**src/rtl/debug_baud_ctrl.sv**
```systemverilog
// Debug auto-baud sequencer and owner of the debug UART baud-rate register.
// Optional break re-arm in LOCKED is enabled by defining DEBUG_BAUD_BREAK_REARM_EN.
module debug_baud_ctrl #(
   parameter int TIMEOUT_W = 20,
   parameter int ARM_CYC   = 4,
   parameter int MIN_DIV   = 2,
   parameter int BRK_SHIFT = 9
) (
   input  logic       clk,
   input  logic       rst,
   input  logic       enable,
   output logic       ab_rst_n,
   input  logic       ab_wr,
   input  logic [7:0] ab_div,
   input  logic [1:0] ab_rx_sel,
   input  logic       rx,
   input  logic       host_wr,
   input  logic [7:0] host_div,
   input  logic [1:0] host_sel,
   output logic       baud_wr,
   output logic [7:0] baud_div,
   output logic [1:0] rx_sel,
   output logic       locked,
   output logic       timeout_err,
   output logic [2:0] state_o
);

   typedef enum logic [2:0] {
      IDLE      = 3'd0,
      ARM       = 3'd1,
      HUNT      = 3'd2,
      LOCK_WAIT = 3'd3,
      LOCKED    = 3'd4,
      MANUAL    = 3'd5
   } state_t;

   localparam int ARM_W = (ARM_CYC > 1) ? $clog2(ARM_CYC) : 1;
   localparam logic [ARM_W-1:0]     ARM_LAST  = ARM_W'(ARM_CYC - 1);
   localparam logic [TIMEOUT_W-1:0] TO_MAX    = {TIMEOUT_W{1'b1}};
   localparam logic [7:0]           MIN_DIV_V = 8'(MIN_DIV);

   state_t                state_reg, state_next;
   logic [ARM_W-1:0]      arm_cnt_reg, arm_cnt_next;
   logic [TIMEOUT_W-1:0]  to_cnt_reg, to_cnt_next, to_inc;
   logic [1:0]            sel_prev_reg, sel_prev_next;
   logic [7:0]            baud_div_reg, baud_div_next;
   logic [1:0]            rx_sel_reg, rx_sel_next;
   logic                  locked_reg, locked_next;
   logic                  baud_wr_reg, baud_wr_next;
   logic                  wr_pend_reg, wr_pend_next;
   logic                  timeout_reg, timeout_next;
   logic                  ab_rst_n_reg, ab_rst_n_next;
   logic                  commit;

   assign to_inc = to_cnt_reg + TIMEOUT_W'(1);

`ifdef DEBUG_BAUD_BREAK_REARM_EN
   localparam int BRK_W = 8 + BRK_SHIFT;
   logic [BRK_W-1:0] brk_cnt_reg, brk_cnt_next, brk_inc, brk_lim;

   assign brk_inc = (&brk_cnt_reg) ? brk_cnt_reg : brk_cnt_reg + BRK_W'(1);
   assign brk_lim = BRK_W'(baud_div_reg) << BRK_SHIFT;

   always_ff @(posedge clk or posedge rst) begin
      if (rst) brk_cnt_reg <= '0;
      else     brk_cnt_reg <= brk_cnt_next;
   end
`else
   logic [32:0] unused_brk;
   assign unused_brk = {rx, 32'(BRK_SHIFT)};
`endif

   always_comb begin
      state_next    = state_reg;
      arm_cnt_next  = '0;
      to_cnt_next   = '0;
      sel_prev_next = '0;
      baud_div_next = baud_div_reg;
      rx_sel_next   = rx_sel_reg;
      locked_next   = locked_reg;
      timeout_next  = 1'b0;
      commit        = 1'b0;
`ifdef DEBUG_BAUD_BREAK_REARM_EN
      brk_cnt_next  = '0;
`endif
      if (!enable) begin
         state_next  = IDLE;
         locked_next = 1'b0;
         rx_sel_next = 2'd0;
      end else if (host_wr && state_reg != IDLE) begin
         // Host override beats any detector strobe or timeout in the same cycle
         if (host_div != 8'd0) begin
            baud_div_next = host_div;
            rx_sel_next   = host_sel;
            locked_next   = 1'b1;
            commit        = 1'b1;
            state_next    = MANUAL;
         end else begin
            locked_next = 1'b0;
            rx_sel_next = 2'd0;
            state_next  = ARM;
         end
      end else begin
         case (state_reg)
            IDLE: state_next = ARM;
            ARM: begin
               if (arm_cnt_reg == ARM_LAST) state_next = HUNT;
               else                         arm_cnt_next = arm_cnt_reg + ARM_W'(1);
            end
            HUNT: begin
               to_cnt_next = to_inc;
               if (ab_wr) begin
                  to_cnt_next = '0;
                  if (ab_div >= MIN_DIV_V) begin
                     baud_div_next = ab_div;
                     commit        = 1'b1;
                     state_next    = LOCK_WAIT;
                  end else begin
                     state_next = ARM;
                  end
               end else if (to_inc == TO_MAX) begin
                  timeout_next = 1'b1;
                  state_next   = ARM;
               end
            end
            LOCK_WAIT: begin
               to_cnt_next   = to_inc;
               sel_prev_next = ab_rx_sel;
               // Previous sample is forced to zero outside this state, so a match means two real cycles
               if (ab_rx_sel != 2'd0 && ab_rx_sel == sel_prev_reg) begin
                  rx_sel_next = ab_rx_sel;
                  locked_next = 1'b1;
                  state_next  = LOCKED;
               end else if (to_inc == TO_MAX) begin
                  timeout_next = 1'b1;
                  state_next   = ARM;
               end
            end
            LOCKED: begin
`ifdef DEBUG_BAUD_BREAK_REARM_EN
               if (!rx) begin
                  brk_cnt_next = brk_inc;
                  if (brk_inc == brk_lim) begin
                     locked_next = 1'b0;
                     rx_sel_next = 2'd0;
                     state_next  = ARM;
                  end
               end
`endif
            end
            MANUAL: ;
            default: state_next = IDLE;
         endcase
      end

      // A commit landing on an active strobe is deferred one cycle; baud_div already holds the newest value
      baud_wr_next  = (commit | wr_pend_reg) & ~baud_wr_reg;
      wr_pend_next  = (commit | wr_pend_reg) & baud_wr_reg;
      ab_rst_n_next = (state_next == HUNT) || (state_next == LOCK_WAIT);
   end

   always_ff @(posedge clk or posedge rst) begin
      if (rst) begin
         state_reg    <= IDLE;
         arm_cnt_reg  <= '0;
         to_cnt_reg   <= '0;
         sel_prev_reg <= '0;
         baud_div_reg <= '0;
         rx_sel_reg   <= '0;
         locked_reg   <= 1'b0;
         baud_wr_reg  <= 1'b0;
         wr_pend_reg  <= 1'b0;
         timeout_reg  <= 1'b0;
         ab_rst_n_reg <= 1'b0;
      end else begin
         state_reg    <= state_next;
         arm_cnt_reg  <= arm_cnt_next;
         to_cnt_reg   <= to_cnt_next;
         sel_prev_reg <= sel_prev_next;
         baud_div_reg <= baud_div_next;
         rx_sel_reg   <= rx_sel_next;
         locked_reg   <= locked_next;
         baud_wr_reg  <= baud_wr_next;
         wr_pend_reg  <= wr_pend_next;
         timeout_reg  <= timeout_next;
         ab_rst_n_reg <= ab_rst_n_next;
      end
   end

   assign ab_rst_n    = ab_rst_n_reg;
   assign baud_wr     = baud_wr_reg;
   assign baud_div    = baud_div_reg;
   assign rx_sel      = rx_sel_reg;
   assign locked      = locked_reg;
   assign timeout_err = timeout_reg;
   assign state_o     = state_reg;

endmodule

```
**config.mk**
```make
export PLATFORM = sky130hd
export DESIGN_NAME = debug_baud_ctrl
export DESIGN_NICKNAME = d
export VERILOG_FILES = /design/src/rtl/debug_baud_ctrl.sv
export SDC_FILE = /design/constraint.sdc
export NUM_CORES = 1
export LEC_CHECK = 0
export ABC_AREA = 1
export CAP_MARGIN = 20
export CELL_PAD_IN_SITES_DETAIL_PLACEMENT = 0
export CELL_PAD_IN_SITES_GLOBAL_PLACEMENT = 2
export CORE_MARGIN = 8
export CORE_UTILIZATION = 36
export DETAILED_ROUTE_END_ITERATION = 8
export DONT_BUFFER_PORTS = 1
export GPL_TIMING_DRIVEN = 0
export PLACE_DENSITY = 0.84
export SYNTH_ARGS = -nofsm -noshare
export SYNTH_HDL_FRONTEND = slang
export SYNTH_SLANG_ARGS = --single-unit
```
**constraint.sdc**
```tcl
create_clock -name clk -period 2.13 [get_ports clk]
set_input_delay 0.1065 -clock clk [delete_from_list [all_inputs] [get_ports clk]]
set_output_delay 0.1065 -clock clk [all_outputs]
set_load 0.05 [all_outputs]
```
## Word level (Yosys, flattened, before mapping)

Cells that the tools add are included.

| storage, ports and cells | value |
|---|---|
| bits in registers | 42 |
| bits of input ports | 26 |

| cells by class | value |
|---|---|
| $lt $le $gt $ge | 1 |
| bitwise operators | 4 |
| add/subtract/negate cells | 2 |
| reductions and logical operators | 13 |
| eq/ne operators | 13 |
| mux-type cells | 46 |

Operators by type and width:

| operator | count |
|---|---|
| two-way mux 20 bit | 3 |
| two-way mux 8 bit | 5 |
| one-hot mux 20 bit (2 select lines) | 1 |
| two-way mux 2 bit | 13 |
| two-way mux 3 bit | 7 |
| adder 20 x 1 -> 20 bit (second input constant) | 1 |
| == test 20 bit (second input constant) | 1 |
| two-way mux 1 bit | 15 |
| one-hot mux 3 bit (5 select lines) | 1 |
| == test 3 x 2 -> 1 bit (second input constant) | 4 |
| >= comparator 8 x 2 -> 1 bit (second input constant) | 1 |
| nonzero test 2 bit | 4 |
| nonzero test 8 bit | 1 |
| == test 3 bit (second input constant) | 2 |
| inequality test 3 x 1 -> 1 bit (second input constant) | 2 |
| AND reduction 5 bit | 1 |
| == test 3 x 1 -> 1 bit (second input constant) | 1 |
| logical NOT 3 bit | 1 |
| nonzero test 3 bit | 1 |
| adder 2 x 1 -> 2 bit (second input constant) | 1 |
| bitwise AND 1 bit | 2 |
| == test 2 bit | 1 |
| == test 2 bit (second input constant) | 1 |
| logical AND 1 bit | 2 |
| 7 further kinds | 7 |

## Depth between registers and ports, before layout

| depth | value |
|---|---|
| depth after elaboration | 9 |
| depth in mapped cells | 16 |
| mapped depth without buffers | 16 |

## Worst setup path after synthesis

Ideal clock, no wire load.

| timing | value |
|---|---|
| kind | register to register |
| start | register state_reg[1] (netlist: state_o[1]) |
| end | register baud_wr_reg (netlist: baud_wr) |
| required time | 2,012 ps |
| arrival time | 1,706 ps |
| clock period less this slack | 1,824 ps |
| path slack | 306 ps |
| cell stages (with the launch flop) | 11 |
| cell sequence | dfrtp_1 -> inv_1 -> nand2_1 -> nand2_4 -> inv_2 -> nor2_4 -> nor2_2 -> nor2_4 -> buf_6 -> o21bai_1 -> inv_1 |

| between the ends | value |
|---|---|
| cells in the longest elaborated chain, start to end | 6 |

Ends and longest elaborated chain:

| what | line | RTL |
|---|---|---|
| from (decl) | 42 | `state_t state_reg, state_next;` |
| from (signal assigned) | 176 | `state_reg <= state_next;` |
| == test 3 x 2 -> 1 bit or nonzero test 3 bit (tied branches) | 104, 90 |  |
| two-way mux 1 bit or logical AND 1 bit (tied branches) | 104, 90 |  |
| two-way mux 1 bit * | 90 | `end else if (host_wr && state_reg != IDLE) begin` |
| two-way mux 1 bit * | 86 | `if (!enable) begin` |
| OR 1 bit * | 157 | `baud_wr_next = (commit \| wr_pend_reg) & ~baud_wr_reg;` |
| bitwise AND 1 bit * | 157 |  |
| net baud_wr_next | 49 | `logic baud_wr_reg, baud_wr_next;` |
| to (signal assigned) | 183 | `baud_wr_reg <= baud_wr_next;` |
| to (decl) | 49 |  |

Mark *: on every way through the listed nets, which the timed path passes. The rest lies on a longest branch.
A chain may end at the register's enable or synchronous reset.

## Worst setup path after layout

| timing | value |
|---|---|
| start | register state_reg[2] (netlist: state_o[2]) |
| end | register baud_div_reg[6] (netlist: baud_div[6]) |

| between the ends | value |
|---|---|
| cells in the longest elaborated chain, start to end | 4 |

Ends and longest elaborated chain:

| what | line | RTL |
|---|---|---|
| nonzero test 3 bit | 90 |  |
| logical AND 1 bit | 90 |  |
| inequality test 2 x 1 -> 1 bit (no line) or nonzero test 2 bit (tied branches) | - |  |
| AND reduction 5 bit (no line) | - |  |
| to (signal assigned) | 180 | `baud_div_reg <= baud_div_next;` |
| to (decl) | 46 | `logic [7:0] baud_div_reg, baud_div_next;` |

Parallel ways exist; a longest one is shown, timed or not.

==> impl_metrics.py <==
metrics = {
    "status": {
        "outcome": "finished, final reports clean",
    },
    "worst_setup_path": {
        "crit_required_ns": 2.35,
        "critPathLaunch": "state_o[2]$_DFF_PP0_",
        "r2r-start": "state_o[2]$_DFF_PP0_",
        "worstRegToRegCells": 11,
        "worstPathArrival_ns": 2.19,
        "end_kind": "flop",
        "path_max_fanout": 10,
        "start_kind": "flop",
        "path_class": "flop to flop",
    },
    "final_layout": {
        "diodes": 0,
        "drive_above_1_share": 0.143,
        "design_area_um2": 2970,
        "instances_no_fill": 437,
        "fillers": 667,
        "layout.nets": 385,
        "fin_util": 0.447,
        "largest_register_ffs": 20,
        "area_delta_synth_final_pct": 23.3,
    },
    "timing": {
        "worst_pin_slew_ns": 0.552,
        "hold_viol_final": 0,
        "final-setup-viol-count": 0,
        "worst_slack_ns": 0.161,
        "timing.fmax_mhz": 508,
        "slew_violations": 0,
        "fin_crit_ns": 1.97,
        "whs_ns": 0.0271,
        "finClkSkew_ns": 0.00645,
        "min_period_over_period": 0.925,
        "relSlewSlack": 0.629,
        "finalSetupTns_ns": 0,
    },
    "route": {
        "totalWireLength_um": 6280,
        "viasPerCell": 5.01,
        "drtPass1Iterations": 4,
        "postRouteAntennaNets": 0,
        "post_drt_wl_per_cell_um": 14.4,
        "drt_iter0_drc": 65,
        "post-route-drc-count": 0,
        "vias": 2189,
    },
    "place": {
        "dp_worst_setup_slack_ns": -0.0653,
        "gp_congestion": 0.786,
        "dp_hpwl_um": 4670,
        "placedCellCount": 403,
        "placed_area_um2": 2530,
        "portBuffers": 0,
    },
    "global_route": {
        "grt_usage": 0.139,
        "grt.overflow.total": 0,
        "top_usage_layer": "met2",
        "grt_pass1_vias": 2321,
        "grt_max_degree": 34,
        "antenna_found_initial": 0,
        "use_met1": 0.152,
        "met2_usage": 0.254,
        "grt_pass1_wl_um": 11000,
        "grt_use_met3": 0.0391,
    },
    "synthesis": {
        "synth-main-ff-cell": "dfrtp_1",
        "ys_ff_latch": 42,
        "syn-cell-area_um2": 2410,
        "syn-num-nets": 351,
        "async_flop_share": 1.00,
        "ys_seq_area_frac": 0.436,
        "synth_area_per_cell_um2": 7.48,
        "synth_cell_types": 31,
        "synth_edf_count": 0,
        "yosysWarnings": 0,
        "postSynthCellCount": 322,
    },
    "clocking": {
        "cts-buffers-inserted": 5,
        "cts.sink_count": 42,
        "clk_pin_slew_ns": 0.09,
        "ctsRootBufferMaster": "clkbuf_8",
        "h-tree-depth": 2,
        "cts_tree": "yes",
        "clk_latency_ns": 0.29,
        "clock_path_buffers": 2,
    },
    "power": {
        "finalPower_mw": 2.31,
        "power_density_nw_per_um2": 777,
        "peakVddDrop_mv": 0.519,
        "p_leak_nw": 1.25,
    },
    "min_path": {
        "holdPathStages": 4,
        "hp-class": "primary input to flop",
        "hold_start": "enable",
    },
    "floorplanning": {
        "start_util": 0.363,
        "fp.dieW_um": 97.8,
        "coreArea_um2": 6640,
        "num_rows": 30,
        "dieArea_um2": 9570,
        "pin_count": 43,
        "dieHeight_um": 97.8,
    },
    "run": {
        "maxCapViolCount": 0,
    },
}
## worst max-delay path: stages, from the launching register on
cell and delay [ns]:
dfrtp_4 0.60, nor2_4 0.16, nand2_1 0.12, nand2_4 0.14, inv_2 0.08, nor2_4 0.18, nor2_4 0.08, nor2_4 0.15
buf_12 0.12, buf_4 0.09, nor2_1 0.03, a31oi_1 0.15
## final cells by class
type / instances / area [µm²] / area share
Buffer: 4 / 25.0 / 0.00842
Clock buffer: 6 / 82.6 / 0.0278
Clock inverter: 2 / 60.1 / 0.0202
Inverter: 40 / 150 / 0.0505
Multi-Input combinational cell: 236 / 1210 / 0.409
Sequential cell: 42 / 1060 / 0.356
Tap cell: 80 / 100 / 0.0337
Timing Repair Buffer: 27 / 280 / 0.0944
## worst paths after layout
path | slack, ns | endpoint
worst max-delay path | 0.16 | baud_div[6]$_DFFE_PP0P_
worst min register to register | 0.44 | arm_cnt_reg[0]$_DFF_PP0_
min in group asynchronous | 0.19 | to_cnt_reg[14]$_DFF_PP0_
worst min-delay path | 0.03 | state_o[0]$_DFF_PP0_
worst max register to register | 0.16 | baud_div[6]$_DFFE_PP0P_
max in group asynchronous | 1.48 | state_o[2]$_DFF_PP0_
## cells by family (layout without fill, tap and decap cells)
family | after synthesis | after routing | synth area share
simple gates | 184 | 184 | 0.358
compound gates | 46 | 46 | 0.108
buf+inv | 44 | 79 | 0.0717
flops | 42 | 42 | 0.436
fa+ha+maj | 3 | 3 | 0.0156
xor+xnor | 3 | 3 | 0.0109
## what timing repair did
item / CTS / global route
hold buffers: 22 / 0
setup buffers: 0 / 4
hold endpoints to repair: 55 / 0
pin swaps: 0 / 0
endpoints found under the setup margin: 30 / 31
resized for setup: 3 / 13
## report_power, final
group          switching [mW]  internal (mW)  total [mW]
sequential              0.352          0.875        1.23
clock                   0.287          0.500       0.788
combinational           0.159          0.133       0.292
## cells in the final DEF, fill, tap and decap left out, types with 4 or more instances in the layout
master and instances:
nand2_1 86, nor2_1 48, dfrtp_1 38, inv_1 37
dlygate4sd3_1 22, a21oi_1 17, nor2_4 11, o21ai_0 11
nand3_1 11, a31oi_1 9, nor3_1 7, clkbuf_8 6
nand3_2 4, nor2_2 4
## cells in the mapped netlist (3+ instances only)
cell | instances | share of area
a31oi_1 | 9 | 0.023
o21ai_0 | 11 | 0.023
nand2_4 | 3 | 0.014
ha_1 | 3 | 0.016
nand3_2 | 3 | 0.012
a21oi_1 | 17 | 0.035
inv_1 | 38 | 0.059
nor2_1 | 48 | 0.075
nand3_1 | 12 | 0.025
nor2_2 | 7 | 0.018
o21ai_1 | 3 | 0.0062
nand2_1 | 86 | 0.13
nand3b_1 | 3 | 0.0093
dfrtp_1 | 42 | 0.44
clkbuf_1 | 3 | 0.0047
nor3_1 | 7 | 0.015
nor2_4 | 8 | 0.037
## layer usage
layer / wire length, µm / up-vias
met2: 3290 / 39
met3: 335 / 4
met1: 2600 / 1038
met4: 61 / 0
met5: 0 / -
li1: - / 1108
Power figures use the tool's default switching activity.
